**src/rtl/bc_horner_if.sv**
```systemverilog
// Control-port bundle for bc_horner: request inputs from the sequencer's client
// and the load/select/address controls it drives into the polynomial datapath.
interface bc_horner_if #(
    parameter int DEGREE = 3
);
    localparam int CIDX_W = $clog2(DEGREE + 1);

    logic              i_start;
    logic              i_abort;
    logic              i_mode;
    logic              o_lx;
    logic              o_ls;
    logic              o_lh;
    logic              o_h;
    logic [1:0]        o_m0;
    logic [1:0]        o_m1;
    logic [1:0]        o_m2;
    logic [CIDX_W-1:0] o_coef_idx;
    logic              o_busy;
    logic              o_done;

    modport master (
        output i_start, i_abort, i_mode,
        input  o_lx, o_ls, o_lh, o_h, o_m0, o_m1, o_m2, o_coef_idx, o_busy, o_done
    );

    modport slave (
        input  i_start, i_abort, i_mode,
        output o_lx, o_ls, o_lh, o_h, o_m0, o_m1, o_m2, o_coef_idx, o_busy, o_done
    );
endinterface

```
**src/rtl/bc_horner.sv**
```systemverilog
// Horner-evaluation sequencer: Moore FSM with step counter k, driving register
// loads, ALU op and mux selects for y = (..(a_N*x + a_N-1)*x + ..)*x + a_0.
module bc_horner #(
    parameter int DEGREE = 3
) (
    input logic        i_clk,
    input logic        i_rst_n,
    bc_horner_if.slave bus
);
    localparam int CIDX_W = $clog2(DEGREE + 1);
    localparam logic [CIDX_W-1:0] K_TOP   = CIDX_W'(DEGREE);
    localparam logic [CIDX_W-1:0] K_FIRST = CIDX_W'(DEGREE - 1);

    typedef enum logic [2:0] {
        S_IDLE,
        S_LOADX,
        S_INIT,
        S_MUL,
        S_ADD,
        S_DONE
    } state_t;

    typedef struct packed {
        logic              lx;
        logic              ls;
        logic              lh;
        logic              h;
        logic [1:0]        m0;
        logic [1:0]        m1;
        logic [1:0]        m2;
        logic [CIDX_W-1:0] cidx;
        logic              busy;
        logic              done;
    } ctl_t;

    state_t            r_state;
    state_t            w_nstate;
    logic [CIDX_W-1:0] r_k;
    logic [CIDX_W-1:0] w_nk;
    ctl_t              r_ctl;
    ctl_t              w_nctl;

    always_comb begin
        w_nstate = r_state;
        w_nk     = r_k;
        case (r_state)
            S_IDLE:  if (bus.i_start) w_nstate = S_LOADX;
            S_LOADX: begin
                w_nk     = K_FIRST;
                w_nstate = S_INIT;
            end
            S_INIT:  w_nstate = S_MUL;
            S_MUL:   w_nstate = S_ADD;
            S_ADD: begin
                if (r_k == '0) begin
                    w_nstate = S_DONE;
                end else begin
                    w_nk     = r_k - 1'b1;
                    w_nstate = S_MUL;
                end
            end
            S_DONE:  w_nstate = bus.i_mode ? S_LOADX : S_IDLE;
            default: w_nstate = S_IDLE;
        endcase
        if (bus.i_abort) w_nstate = S_IDLE;

        // Outputs are decoded from the next state/k so they can be registered
        // while still appearing in the same cycle as the state they belong to.
        w_nctl = '0;
        case (w_nstate)
            S_LOADX: begin
                w_nctl.lx   = 1'b1;
                w_nctl.m2   = 2'b00;
                w_nctl.cidx = K_TOP;
                w_nctl.busy = 1'b1;
            end
            S_INIT: begin
                w_nctl.ls   = 1'b1;
                w_nctl.m2   = 2'b01;
                w_nctl.cidx = K_TOP;
                w_nctl.busy = 1'b1;
            end
            S_MUL: begin
                w_nctl.lh   = 1'b1;
                w_nctl.h    = 1'b1;
                w_nctl.m0   = 2'b01;
                w_nctl.m1   = 2'b00;
                w_nctl.m2   = 2'b10;
                w_nctl.cidx = w_nk;
                w_nctl.busy = 1'b1;
            end
            S_ADD: begin
                w_nctl.ls   = 1'b1;
                w_nctl.h    = 1'b0;
                w_nctl.m0   = 2'b10;
                w_nctl.m1   = 2'b01;
                w_nctl.m2   = 2'b10;
                w_nctl.cidx = w_nk;
                w_nctl.busy = 1'b1;
            end
            S_DONE: begin
                w_nctl.done = 1'b1;
                w_nctl.busy = 1'b1;
            end
            default: w_nctl = '0;
        endcase
    end

    always_ff @(posedge i_clk or negedge i_rst_n) begin
        if (!i_rst_n) begin
            r_state <= S_IDLE;
            r_k     <= '0;
            r_ctl   <= '0;
        end else begin
            r_state <= w_nstate;
            r_k     <= w_nk;
            r_ctl   <= w_nctl;
        end
    end

    assign bus.o_lx       = r_ctl.lx;
    assign bus.o_ls       = r_ctl.ls;
    assign bus.o_lh       = r_ctl.lh;
    assign bus.o_h        = r_ctl.h;
    assign bus.o_m0       = r_ctl.m0;
    assign bus.o_m1       = r_ctl.m1;
    assign bus.o_m2       = r_ctl.m2;
    assign bus.o_coef_idx = r_ctl.cidx;
    assign bus.o_busy     = r_ctl.busy;
    assign bus.o_done     = r_ctl.done;
endmodule

```
**src/flat_wrapper.sv**
```systemverilog
// flat-port wrapper written by rule: the top's interface ports become plain ports
module bc_horner_flat 
#(
    parameter int DEGREE = 3
)
  (i_clk, i_rst_n, bus_i_start, bus_i_abort, bus_i_mode, bus_o_lx, bus_o_ls, bus_o_lh, bus_o_h, bus_o_m0, bus_o_m1, bus_o_m2, bus_o_coef_idx, bus_o_busy, bus_o_done);
  bc_horner_if #(.DEGREE(DEGREE)) bus_i ();
  input logic i_clk;
  input logic i_rst_n;
  input wire logic [$bits(bus_i.i_start)-1:0] bus_i_start;
  input wire logic [$bits(bus_i.i_abort)-1:0] bus_i_abort;
  input wire logic [$bits(bus_i.i_mode)-1:0] bus_i_mode;
  output wire logic [$bits(bus_i.o_lx)-1:0] bus_o_lx;
  output wire logic [$bits(bus_i.o_ls)-1:0] bus_o_ls;
  output wire logic [$bits(bus_i.o_lh)-1:0] bus_o_lh;
  output wire logic [$bits(bus_i.o_h)-1:0] bus_o_h;
  output wire logic [$bits(bus_i.o_m0)-1:0] bus_o_m0;
  output wire logic [$bits(bus_i.o_m1)-1:0] bus_o_m1;
  output wire logic [$bits(bus_i.o_m2)-1:0] bus_o_m2;
  output wire logic [$bits(bus_i.o_coef_idx)-1:0] bus_o_coef_idx;
  output wire logic [$bits(bus_i.o_busy)-1:0] bus_o_busy;
  output wire logic [$bits(bus_i.o_done)-1:0] bus_o_done;
  assign bus_i.i_start = bus_i_start;
  assign bus_i.i_abort = bus_i_abort;
  assign bus_i.i_mode = bus_i_mode;
  assign bus_o_lx = bus_i.o_lx;
  assign bus_o_ls = bus_i.o_ls;
  assign bus_o_lh = bus_i.o_lh;
  assign bus_o_h = bus_i.o_h;
  assign bus_o_m0 = bus_i.o_m0;
  assign bus_o_m1 = bus_i.o_m1;
  assign bus_o_m2 = bus_i.o_m2;
  assign bus_o_coef_idx = bus_i.o_coef_idx;
  assign bus_o_busy = bus_i.o_busy;
  assign bus_o_done = bus_i.o_done;
  bc_horner #(.DEGREE(DEGREE)) u_core (.i_clk(i_clk), .i_rst_n(i_rst_n), .bus(bus_i));
endmodule
```
**config.mk**
```make
export PLATFORM = sky130hd
export DESIGN_NAME = bc_horner_flat
export DESIGN_NICKNAME = d
export VERILOG_FILES = /design/src/rtl/bc_horner_if.sv /design/src/rtl/bc_horner.sv /design/src/flat_wrapper.sv
export SDC_FILE = /design/constraint.sdc
export NUM_CORES = 1
export LEC_CHECK = 0
export CELL_PAD_IN_SITES_DETAIL_PLACEMENT = 0
export CELL_PAD_IN_SITES_GLOBAL_PLACEMENT = 1
export CORE_ASPECT_RATIO = 0.75
export CORE_MARGIN = 1
export CORE_UTILIZATION = 39
export DETAILED_ROUTE_END_ITERATION = 6
export PLACE_DENSITY = 0.82
export SYNTH_ARGS = -nofsm -noshare
export SYNTH_HDL_FRONTEND = slang
export SYNTH_SLANG_ARGS = --single-unit
```
**constraint.sdc**
```tcl
create_clock -name i_clk -period 3.1 [get_ports i_clk]
set_input_delay 0.62 -clock i_clk [delete_from_list [all_inputs] [get_ports i_clk]]
set_output_delay 0.62 -clock i_clk [all_outputs]
set_load 0.01 [all_outputs]
```
==> summary by stage, run 1 <==
Logic synthesis
The Yosys step of the flow raised 0 warnings. The cell count after synthesis came out at 63. The register bit total from synthesis is 16. In this run, distinct cell masters in the synthesized netlist total 31. A synthesized cell averages 12.08 um2. In this run the cell area of the synthesized design comes to ~760 um2. The synthesized netlist net count is 68. The share of the Yosys chip area taken by registers is 52.63%.

Hold path
The type of the worst min-delay path is register to register. In this run the most critical hold path is launched from u_core.r_k[0]$_DFF_PN0_.

STA
The max-slew violation count is 0. Setup violations remaining at the end of the flow were counted as 0. At the pin with the least slew margin, the transition time is 676.8 ps. The relative slew slack is 54.74%. After routing, the total negative slack on setup checks comes to 0 ps. The portion of the clock cycle consumed by the worst path in the final layout is 70.89%. The tightest hold path in the finished design has a slack of ~620 ps. Setup repair after global routing left no endpoint under its margin. The final hold violation count is 0. The largest clock skew in the final design is about 3.0 ps. For this run, the top clock speed supported by timing is roughly 460 MHz. The clock period minus worst slack is 2198 ps.

Detailed routing
The final routed DRC violation total is 0. The via count normalized by instance count is 4.960. The DRC violation total after the first TritonRoute iteration is 6. The final route contains 491 vias.

The length of the first detailed-routing pass in iterations is 2. The average wire length per cell after detail routing is 13.02 um. The count of nets left with antenna violations once routing finished came out at 0.

The total wire length after detailed routing is 1289 um.

GRT
Entering global routing, the biggest net connects 17 pins. The first global-routing pass estimated just over 2000 um of wire. The number of global-route vias before repair is 445.

The initial antenna violation count came to 0. The overflow left after global routing is 0. In the global route stage, overall resource usage came out at 15.40%.

Floorplan
For this configuration, the core starts out at a cell density of 42.52%. The core region is 1789 um2. The y dimension of the die is 40.25 um.

The total die area is 2133 um2. Measured along the x axis, the die boundary spans 53.00 um. The I/O pin total is 19. After floorplanning, the core was divided into 13 placement rows.

Clock network
Clock tree synthesis selected as its root buffer the cell sky130_fd_sc_hd__clkbuf_4. After clock tree synthesis, the setup repair step added 0 buffers. The number of clock sinks is 16. After clock tree synthesis, the repair step resized 0 gates. After clock tree synthesis, the clock-pin slew on the worst setup and hold paths is 80 ps. The later pin in the worst-skew pair is clocked with a latency of between 200 and 300 ps. The buffer depth of the longest clock path is 2. The TritonCTS clock tree is done.

TritonCTS created 3 clock buffers. The CTS H-tree depth is 1. The quantity of hold-fixing buffers added after cts is 0.

Setup path
For the worst flop-to-flop path, the logic depth is 6. The end of the worst register-to-register path is u_core.bus.o_coef_idx[0]$_DFF_PN0_. The kind of critical path is input port to register. The category of the worst setup path launch point is an input port. Setup slack on the worst reg-to-reg path comes out at 1190 ps. In this run the worst path has a maximum fanout of 9.

The kind of end point of the critical path is a register. The startpoint of the worst setup timing path is bus_i_abort. The source of the worst register-to-register timing path is u_core.r_state[2]$_DFF_PN0_. STA puts the critical path data arrival time at 2360 ps.

The required time at the endpoint of the critical path is approximately 3300 ps. The capture point of the worst path is u_core.bus.o_coef_idx[0]$_DFF_PN0_.

Place
The post-place instance area is 897.1 um2. The HPWL after detailed placement is around 940 um. The number of I/O port buffers is 17. The final weighted congestion of routability-driven global placement is 0.7601.

Final layout
The post-synthesis to final-layout area growth is 22.70%. The multi-input combinational cells in the finished layout cover a total of between 200 and 300 um2. The final-stage net count is 83. For this run, the share of the core covered by cells in the final layout is 52.17%. The number of diodes is 0. The area used by sequential logic in the layout is 400.4 um2.

Counting the fill cells in the layout gives around 170. With fillers left out, the area of the finished cells amounts to approximately 930 um2. The fraction of final layout cells sized beyond drive strength 1 is 18.18%.

Power
The largest voltage drop on the vdd net is between 300 and 400 uV. The leakage dissipation is 0.0004138 uW. The total power divided by cell area is 552.4 nW/um2. The total power is slightly above 500 uW.

Flow run
The tool flagged a number of max-cap violations equal to 0.

Run status
The flow ran to the end, and the final reports show no timing, DRC or antenna violations.
critical path: stages:
cell                              delay [ps]
sky130_fd_sc_hd__clkdlybuf4s50_1         600
sky130_fd_sc_hd__nor3b_4                 260
sky130_fd_sc_hd__and2_4                  180
sky130_fd_sc_hd__o21bai_4                130
sky130_fd_sc_hd__nand3b_1                170
sky130_fd_sc_hd__inv_2                    50
sky130_fd_sc_hd__or3b_1                  370
power breakdown:
| part | total [uW] | internal, uW | switching, uW |
|---|---|---|---|
| Combinational | 124 | 66.3 | 57.5 |
| Clock | 133 | 71.6 | 61.2 |
| Sequential | 259 | 235 | 24.3 |
state kept, by name, summed over array words and instances, names as in the netlist:
signal and cells:
u_core.bus.o_busy 1, u_core.bus.o_coef_idx 2, u_core.bus.o_done 1, u_core.bus.o_lh 1, u_core.bus.o_ls 1, u_core.bus.o_lx 1
u_core.bus.o_m0 1, u_core.bus.o_m1 1, u_core.bus.o_m2 2, u_core.r_k 2, u_core.r_state 3
area by class of cell:
type	instances	share of cell area, %
clock buffer	4	3.887
inverter	2	0.8043
multi-input combinational	38	31.23
sequential	16	42.90
tap	22	2.949
timing repair buffer	17	18.23
how the worst min path moves through the flow:
stage	cells after the start	endpoint	slack, ps
finish	2	u_core.r_k[0]$_DFF_PN0_	620
global route	1	u_core.r_k[1]$_DFF_PN0_	690
CTS	2	u_core.r_k[0]$_DFF_PN0_	630
detailed placement	2	u_core.r_k[0]$_DFF_PN0_	610
global placement	2	u_core.r_k[0]$_DFF_PN0_	620
floorplan	0	u_core.bus.o_busy$_DFF_PN0_	320
logic make-up after synthesis:
kind of cell	count (synthesis)	synth area share [%]
AOI/OAI and AO/OA	13	15.95
buffers and inverters	9	9.044
DFF	16	52.63
other	1	0.4929
and+or+nand+nor	24	21.88
cells in the final DEF (no fill, tap or decap):
cell type	Yosys	final
sky130_fd_sc_hd__nor3b_2	1	1
sky130_fd_sc_hd__clkbuf_4	0	3
sky130_fd_sc_hd__nor2b_1	1	1
sky130_fd_sc_hd__o311a_4	1	1
sky130_fd_sc_hd__nor3_1	3	3
sky130_fd_sc_hd__nand2_1	3	3
sky130_fd_sc_hd__or2_2	1	1
sky130_fd_sc_hd__a21oi_1	1	1
sky130_fd_sc_hd__or3_1	1	1
sky130_fd_sc_hd__clkdlybuf4s50_1	0	17
sky130_fd_sc_hd__inv_1	1	1
sky130_fd_sc_hd__a21o_1	1	1
sky130_fd_sc_hd__o22a_1	1	1
sky130_fd_sc_hd__inv_2	1	1
sky130_fd_sc_hd__nor2_1	6	6
sky130_fd_sc_hd__and2_4	1	1
sky130_fd_sc_hd__dfrtp_1	16	16
sky130_fd_sc_hd__o21ai_0	4	4
sky130_fd_sc_hd__nor3_2	1	1
sky130_fd_sc_hd__o21bai_4	1	1
sky130_fd_sc_hd__o31ai_2	1	1
sky130_fd_sc_hd__nand3b_1	1	1
sky130_fd_sc_hd__a221oi_1	1	1
sky130_fd_sc_hd__clkbuf_8	0	1
sky130_fd_sc_hd__or3b_1	1	1
sky130_fd_sc_hd__and2b_1	1	1
sky130_fd_sc_hd__nand2b_1	1	1
sky130_fd_sc_hd__a221o_1	1	1
sky130_fd_sc_hd__conb_1	1	1
sky130_fd_sc_hd__nor3b_4	2	2
sky130_fd_sc_hd__o221ai_1	1	1
per-stage QoR:
stage / cells / setup WS (ps)
final: 99 / 902.3
after global routing: 99 / 815.8
after CTS: 99 / 891.5
after detailed placement: 95 / 595.7
after global placement: 95 / 618.7
after floorplan: 63 / 1259
synthesized netlist by cell type:
cell / instances / area [um2]
sky130_fd_sc_hd__conb_1: 1 / 3.750
sky130_fd_sc_hd__or2_2: 1 / 6.260
sky130_fd_sc_hd__nor3b_4: 2 / 37.54
sky130_fd_sc_hd__a221oi_1: 1 / 8.760
sky130_fd_sc_hd__nor2b_1: 1 / 6.260
sky130_fd_sc_hd__nor3_2: 1 / 10.01
sky130_fd_sc_hd__and2b_1: 1 / 7.510
sky130_fd_sc_hd__or3_1: 1 / 6.260
sky130_fd_sc_hd__o21ai_0: 4 / 20.02
sky130_fd_sc_hd__o221ai_1: 1 / 8.760
sky130_fd_sc_hd__dfrtp_1: 16 / 400.4
sky130_fd_sc_hd__o21bai_4: 1 / 18.77
sky130_fd_sc_hd__o311a_4: 1 / 21.27
sky130_fd_sc_hd__a21oi_1: 1 / 5.000
sky130_fd_sc_hd__a221o_1: 1 / 10.01
sky130_fd_sc_hd__buf_4: 3 / 22.52
sky130_fd_sc_hd__nand2b_1: 1 / 6.260
sky130_fd_sc_hd__inv_1: 1 / 3.750
sky130_fd_sc_hd__nor2_1: 6 / 22.52
sky130_fd_sc_hd__buf_2: 1 / 5.000
sky130_fd_sc_hd__o22a_1: 1 / 8.760
sky130_fd_sc_hd__nand2_1: 3 / 11.26
sky130_fd_sc_hd__a21o_1: 1 / 7.510
sky130_fd_sc_hd__nand3b_1: 1 / 7.510
sky130_fd_sc_hd__nor3_1: 3 / 15.01
sky130_fd_sc_hd__inv_2: 1 / 3.750
sky130_fd_sc_hd__buf_6: 3 / 33.78
sky130_fd_sc_hd__nor3b_2: 1 / 12.51
sky130_fd_sc_hd__o31ai_2: 1 / 12.51
sky130_fd_sc_hd__or3b_1: 1 / 8.760
sky130_fd_sc_hd__and2_4: 1 / 8.760
layer usage:
metal / up-vias / track usage, % / share of wire [%]
met5: - / 0 / 0
met2: 16 / 24.37 / 45
li1: 241 / - / -
met4: 0 / 5.921 / 1.0
met3: 3 / 8.712 / 7.8
met1: 231 / 17.56 / 46
No activity file was read; power rests on OpenSTA's default activity.
==> inputs of run 2 (changes only) <==
CORE_UTILIZATION = 33   (was 39)
PLACE_DENSITY = 0.74   (was 0.82)
clock period = 1.76 ns   (was 3.1 ns; I/O delays follow)
==> run 2 against run 1 <==
  * Global-route usage down 2.2 points
  * Critical endpoint unchanged
  * Critical path type unchanged
  * Sequential power up 75%
  * Sequential share of layout area down 4.9 points
  * Register-to-register slack worse by 1200 ps
  * Critical path depth unchanged
  * The run now ends with DRC left
  * Total power up 88%
  * Utilization down 1.3 points
  * Setup slack worse by 870 ps
  * Clock power up 80%
  * Clock skew up 0.69 ps
  * Via count up 12%
  * Cell area up 14%
  * Largest power group unchanged
==> summary by stage, run 2 (same netlist as run 1, synthesis figures left out) <==
Run status
Result of the run: finished, violations left (was completed). The final reports fail on DRC.

Power
The leakage dissipation was 0.0004747 uW (was 0.0004138 uW). The total power divided by cell area is 912.9 nW/um2 (was 552.4 nW/um2). The largest voltage drop on the vdd net was 532.4 uV (was 313.9 uV).

Setup path
The highest cell delay on the worst timing path is 450 ps (was 600 ps). The kind of critical path is input port to register (unchanged). The required time at the endpoint of the critical path is 1930 ps (was 3270 ps).

The kind of end point of the critical path was a register (unchanged). The critical-path maximum fanout is 5 (was 9). The category of the worst setup path launch point is an input port (unchanged).

The dominant delay contributor by cell family on the critical path is simple AND/OR/NAND/NOR gates (unchanged). The worst reg-to-reg setup slack is 30 ps (was 1190 ps). The sum of buffers and inverters on the critical path is 2 (unchanged). The cell at the slowest stage of the critical path was sky130_fd_sc_hd__clkdlybuf4s50_1 (unchanged).

Cells along the critical path: clkdlybuf4s50_1, nor3b_4, and2_4, o21bai_4, nand3b_1, inv_2, or3b_1 (unchanged). The signal arrival time at the worst endpoint was 1900 ps (was 2360 ps).

STA
For the finished layout, the period the worst path requires is 1731 ps. The number of failing setup endpoints in the final timing report came to 0 (unchanged). Static timing analysis puts the maximum clock frequency at 577.8 MHz. The final hold violation count was 0 (unchanged). RSZ-0062 raised after global routing: yes (was no). The max-slew violation count is 0 (unchanged).

The portion of the clock cycle consumed by the worst path in the final layout is a little over nine tenths. The largest clock skew in the final design is 3.690 ps (was 3.001 ps). The worst hold margin is 374.9 ps (was 619.0 ps).

The total negative slack for setup checks is 0 ps (unchanged).

Floorplan
The standard-cell row count came to 14 (was 13). The total die area is 2503 um2 (was 2133 um2). The I/O pin total is 19 (unchanged). The die extent in x was 57.44 um (was 53.00 um). The y dimension of the die is 43.58 um (was 40.25 um). The initial cell density of the core is 36.49% (was 42.52%). The standard cell core area came to 2085 um2 (was 1789 um2).

Final layout
The most common cell after layout, fill and taps aside is sky130_fd_sc_hd__clkdlybuf4s50_1 (unchanged). The post-synthesis to final-layout area growth was 39.47% (was 22.70%). The number of diodes was 0 (unchanged). Most used cells in the layout excluding fill and tap cells: sky130_fd_sc_hd__clkdlybuf4s50_1, sky130_fd_sc_hd__dfrtp_1, sky130_fd_sc_hd__buf_4 (was sky130_fd_sc_hd__clkdlybuf4s50_1, sky130_fd_sc_hd__dfrtp_1, sky130_fd_sc_hd__nor2_1). The fraction of final layout cells sized beyond drive strength 1 is 34.83% (was 18.18%).

The final-stage net count is 95 (was 83). The register bank with the most flops is u_core.r_state (unchanged). The number of inserted filler cells in the final layout is 185 (was 165).

The number of flip-flops under the largest register name came to 3 (unchanged).

GRT
The number of global-route vias before repair was 509 (was 445). The overflow left after global routing came to 0 (unchanged). The global routing usage on met3 is 5.373% (was 8.712%). The maximum number of pins on one net before global-route repair is 17 (unchanged). The layer with the highest usage was met2 (unchanged). The first-pass GRT wire length is 2415 um (was 2070 um). The routing usage on met2 is 19.07% (was 24.37%). The met1 routing resource usage after global routing is 18.13% (was 17.56%). The all-layer global routing usage is 13.22% (was 15.40%).

The initial antenna violation count is 0 (unchanged).

Detailed routing
The count of nets left with antenna violations after detail routing is 0 (unchanged). The total number of vias is 551 (was 491). The average wire length per cell after detail routing is 12.60 um (was 13.02 um). The total wire length after detailed routing is 1424 um (was 1289 um). The final routed DRC violation total is 1 (was 0).

The via count normalized by instance count is 4.876 (was 4.960). The length of the first detailed-routing pass in iterations is 6 (was 2). The DRC violation total after the first TritonRoute iteration came to 13 (was 6).

Clock network
The quantity of hold-fixing buffers added after cts is 0 (unchanged). The TritonCTS buffer count is 3 (unchanged). The TritonCTS clock tree was done (unchanged).

The clock root buffer is sky130_fd_sc_hd__clkbuf_4 (unchanged). The insertion delay to the later sink of the worst-skew pair was 290 ps (about the same). The number of clock sinks is 16 (unchanged). The CTS H-tree depth is 1 (unchanged).

The buffer depth of the longest clock path is 2 (unchanged). The clock-pin slew reported for the worst setup and hold paths after clock tree synthesis is 90 ps (was 80 ps).

Hold path
The type of the worst min-delay path was input port to async pin (was register to register).

Place
The final weighted congestion of routability-driven global placement was 0.8810 (was 0.7601). The placed wire-length estimate after detailed placement is 1027 um (was 935.9 um). The number of I/O port buffers is 17 (unchanged).

Flow run
The number of maximum-capacitance violations is 0 (unchanged).
-- run 2: changes by cell type in the layout (fill, tap and decap cells not counted), sizes merged --
cell	previous run	this run
buf	0	11
clkbuf	4	5
-- run 2: path summary, 6_finish.rpt --
path,start,end,depth (start not counted)
max in group asynchronous,i_rst_n,u_core.r_state[1]$_DFF_PN0_,2
setup / recovery,bus_i_abort,u_core.bus.o_coef_idx[0]$_DFF_PN0_,7
hold / removal,i_rst_n,u_core.r_state[2]$_DFF_PN0_,2
min in group i_clk,u_core.r_k[1]$_DFF_PN0_,u_core.bus.o_done$_DFF_PN0_,3
hold reg to reg,u_core.r_k[1]$_DFF_PN0_,u_core.bus.o_done$_DFF_PN0_,3
setup reg to reg,u_core.r_state[2]$_DFF_PN0_,u_core.bus.o_coef_idx[0]$_DFF_PN0_,7
-- run 2: where the power goes --
part / internal, uW / switching, uW
Clock: 126 / 113
Combinational: 151 / 124
Sequential: 414 / 39.8
Total: 692 / 277
-- run 2: timing repair --
item | in CTS | in global routing
gates resized for setup | 1 | 7
endpoints found under the setup margin | 1 | 1
setup buffers | 0 | 3
hold endpoints to repair | 0 | 0
pin swaps | 0 | 4
-- run 2: per-stage QoR --
step | std cells | setup slack [ps] | util, % | total power (uW) | area (um2)
2_1_floorplan | 63 | 124.3 | - | 597.8 | 760.7
3_3_place_gp | 106 | -203.2 | 47.00 | 707.4 | 979.7
3_5_place_dp | 106 | -240.6 | 47.00 | 708.4 | 979.7
4_1_cts | 110 | 23.42 | 48.80 | 950.4 | 1017
5_1_grt | 113 | -58.50 | 50.90 | 1026 | 1061
6_report | 113 | 29.27 | 50.90 | 968.6 | 1061
-- run 2: cell type report --
| type | instances | area [um2] | share of cell area [%] |
|---|---|---|---|
| Inverter | 2 | 7.507 | 0.7075 |
| Sequential cell | 16 | 402.9 | 37.97 |
| Clock buffer | 4 | 36.28 | 3.420 |
| Timing Repair Buffer | 29 | 270.3 | 25.47 |
| Tap cell | 24 | 30.03 | 2.830 |
| Multi-Input combinational cell | 38 | 314.1 | 29.60 |
-- run 2: metal layers --
metal	share of wire, %	up-vias
met5	0	-
met4	0.98	0
met3	7.9	3
met2	43	21
met1	48	258
li1	-	269
==> inputs of run 3 (changes only) <==
ABC_CLOCK_PERIOD_IN_PS = 1760   (was not set)
REMOVE_ABC_BUFFERS = 1   (was not set)
SETUP_SLACK_MARGIN = 0.05   (was not set)
==> run 3 against run 2 <==
  * The run still ends with DRC left
  * Sequential cell count stayed put
  * Maximum frequency is 0.94% lower
  * Die area stayed put
  * Largest cell class unchanged
  * Critical path depth stayed put
  * Cell area is 5.8% higher
  * Non-clock buffer count is 9 higher
  * Register-to-register slack worse by 20 ps
  * Cell count is 8.0% higher
  * Critical path type is now register to register
==> summary by stage, run 3 (same netlist as run 1, synthesis figures left out) <==
Floorplan
The I/O pin total is 19 (unchanged). The standard-cell row count came to 14 (unchanged). The total die area is 2503 um2 (unchanged). The initial cell density of the core was 36.49% (unchanged). The die extent in x is 57.44 um (unchanged). The y dimension of the die is 43.58 um (unchanged).

The standard cell core area is 2085 um2 (unchanged).

Clock network
The CTS H-tree depth was 1 (unchanged). The clock root buffer is sky130_fd_sc_hd__clkbuf_4 (unchanged). The number of clock sinks is 16 (unchanged). The TritonCTS buffer count was 3 (unchanged). The buffer depth of the longest clock path was 2 (unchanged).

The quantity of hold-fixing buffers added after cts came to 0 (unchanged). The insertion delay to the later sink of the worst-skew pair is 280 ps (was 290 ps). The TritonCTS clock tree is done (unchanged). The clock-pin slew reported for the worst setup and hold paths after clock tree synthesis is 90 ps (about the same).

Final layout
The final cell count without fillers came to 122 (was 113). Most used cells in the layout excluding fill and tap cells: sky130_fd_sc_hd__buf_4, sky130_fd_sc_hd__clkdlybuf4s50_1, sky130_fd_sc_hd__dfrtp_1 (was sky130_fd_sc_hd__clkdlybuf4s50_1, sky130_fd_sc_hd__dfrtp_1, sky130_fd_sc_hd__buf_4). The number of inserted filler cells in the final layout is 199 (was 185). The post-synthesis to final-layout area growth is 47.53% (was 39.47%). The utilization of the core after routing is 53.84% (was 50.90%). The final design instance area without fill is 1122 um2 (was 1061 um2). The register bank with the most flops is u_core.r_state (unchanged).

The fraction of final layout cells sized beyond drive strength 1 is 38.78% (was 34.83%). The final-stage net count is 104 (was 95). The number of diodes was 0 (unchanged).

The number of flip-flops under the largest register name is 3 (unchanged). The most common cell after layout, fill and taps aside was sky130_fd_sc_hd__buf_4 (was sky130_fd_sc_hd__clkdlybuf4s50_1).

Detailed routing
The average wire length per cell after detail routing is 14.03 um (was 12.60 um). The length of the first detailed-routing pass in iterations is 6 (unchanged). The total number of vias was 604 (was 551). The count of nets left with antenna violations after detail routing is 0 (unchanged). The total wire length after detailed routing is 1712 um (was 1424 um).

The final routed DRC violation total is 2 (was 1). The via count normalized by instance count came to 4.951 (was 4.876). The DRC violation total after the first TritonRoute iteration was 28 (was 13).

Power
The cell-internal power is 713.7 uW (was 691.9 uW). The portion of total power attributed to the clock network is 24.0% (was 24.7%). The share of power burned in registers is 43.9% (was 46.9%).

The switching power is 295.0 uW (was 276.7 uW). The largest voltage drop on the vdd net is 470.9 uV (was 532.4 uV). The leakage dissipation came to 0.0005251 uW (was 0.0004747 uW). The total power came to 1009 uW (was 968.6 uW). The fraction of power consumed by combinational cells is 32.1% (was 28.4%). The total power divided by cell area is 898.8 nW/um2 (was 912.9 nW/um2). The proportion of total power due to net switching is 29.25% (was 28.57%).

GRT
The overflow left after global routing came to 0 (unchanged). The first-pass GRT wire length is 2753 um (was 2415 um). The number of global-route vias before repair is 570 (was 509). The maximum number of pins on one net before global-route repair was 17 (unchanged). The all-layer global routing usage was 14.93% (was 13.22%). The initial antenna violation count came to 0 (unchanged).

Place
The placed wire-length estimate after detailed placement is 1202 um (was 1027 um). The final weighted congestion of routability-driven global placement is 0.7956 (was 0.8810). The number of placed cells counting well taps was 112 (was 106). The number of I/O port buffers was 17 (unchanged).

The worst slack after detailed placement is -260.3 ps (was -240.6 ps). The post-place instance area is 1012 um2 (was 979.7 um2).

Setup path
The sum of buffers and inverters on the critical path was 2 (unchanged). The kind of critical path was register to register (was input port to register). The critical-path maximum fanout is 3 (was 5). The highest cell delay on the worst timing path is 430 ps (was 450 ps). The signal arrival time at the worst endpoint is 1920 ps (was 1900 ps).

The cell at the slowest stage of the critical path was sky130_fd_sc_hd__dfrtp_1 (was sky130_fd_sc_hd__clkdlybuf4s50_1). The required time at the endpoint of the critical path was 1930 ps (about the same). The category of the worst setup path launch point is a register (was input port). The dominant delay contributor by cell family on the critical path is simple AND/OR/NAND/NOR gates (unchanged). Cells along the critical path: buf_6, nor3b_4, and2_4, o21bai_4, nand3b_1, inv_2, or3b_1 (was clkdlybuf4s50_1, nor3b_4, and2_4, o21bai_4, nand3b_1, inv_2, or3b_1). The kind of end point of the critical path is a register (unchanged).

STA
The clock period minus worst slack is 1747 ps (was 1731 ps). The worst setup slack after layout is 12.89 ps (was 29.27 ps). The final hold violation count came to 0 (unchanged). The max-slew violation count came to 0 (unchanged). The portion of the clock cycle consumed by the worst path in the final layout is 99.27% (was 98.34%). The highest clock frequency the design can meet is 572.4 MHz (was 577.8 MHz). The largest clock skew in the final design is 0.4832 ps (was 3.690 ps).

RSZ-0062 raised after global routing: yes (unchanged). The number of failing setup endpoints in the final timing report is 0 (unchanged).

Run status
Failing checks: DRC (unchanged). Result of the run: finished, violations left (unchanged).

Hold path
The type of the worst min-delay path is input port to async pin (unchanged).

Flow run
The number of maximum-capacitance violations came to 0 (unchanged).
run 3: cell count changes in the layout (fill, tap and decap cells not counted), sizes merged:
cell / delta
buf: +10
clkbuf: -1
clkdlybuf4s50: -1
dlygate4sd2: +1
run 3: final timing paths:
check,start,endpoint,slack (ps),cells past startpoint
min,i_rst_n,u_core.bus.o_m0[0]$_DFF_PN0_,380,2
min reg2reg,u_core.r_state[2]$_DFF_PN0_,u_core.bus.o_ls$_DFF_PN0_,630,2
min in group i_clk,bus_i_abort,u_core.bus.o_ls$_DFF_PN0_,420,2
max in group asynchronous,i_rst_n,u_core.bus.o_ls$_DFF_PN0_,1200,2
max reg2reg,u_core.r_state[2]$_DFF_PN0_,u_core.bus.o_coef_idx[0]$_DFF_PN0_,10,7
max,u_core.r_state[2]$_DFF_PN0_,u_core.bus.o_coef_idx[0]$_DFF_PN0_,10,7
run 3: worst register-to-register path, cell delays in order, from the launching register on:
cell and delay [ps]:
sky130_fd_sc_hd__dfrtp_1 430, sky130_fd_sc_hd__buf_6 150, sky130_fd_sc_hd__nor3b_4 200, sky130_fd_sc_hd__and2_4 170, sky130_fd_sc_hd__o21bai_4 120, sky130_fd_sc_hd__nand3b_1 180
sky130_fd_sc_hd__inv_2 50, sky130_fd_sc_hd__or3b_1 340
run 3: metal layers:
| metal | vias to the layer above | track usage, % | wire length (um) |
|---|---|---|---|
| met5 | - | 0 | 0 |
| met4 | 0 | 2.927 | 12 |
| met3 | 2 | 4.478 | 105 |
| met2 | 28 | 23.02 | 763 |
| met1 | 287 | 21.07 | 830 |
| li1 | 287 | - | - |
run 3: layout make-up:
class	instances	area (um2)	area share (%)
Clock buffer	4	36.28	3.233
Tap cell	24	30.03	2.676
Sequential cell	16	400.4	35.67
Multi-Input combinational cell	38	317.8	28.32
Inverter	2	7.507	0.6689
Timing Repair Buffer	38	330.3	29.43
run 3: power groups by stage:
stage | combinational (uW) | sequential, uW | clock (uW)
global placement | 291 | 446 | 0
finish | 323 | 443 | 242
floorplan | 107 | 471 | 0
detailed placement | 294 | 447 | 0
global route | 347 | 447 | 268
CTS | 306 | 441 | 248
run 3: repair_timing:
item,CTS,global route
setup endpoints to repair,2,4
pin swaps,1,2
gates resized for setup,7,4
setup buffers,4,2
run 3: through the flow:
step                      setup TNS [ps]  hold slack (ps)
after floorplan                        0            56.41
after global placement            -256.4            606.8
after detailed placement          -336.1            634.6
after CTS                              0            385.1
after global routing              -39.58            393.9
final                                  0            382.0
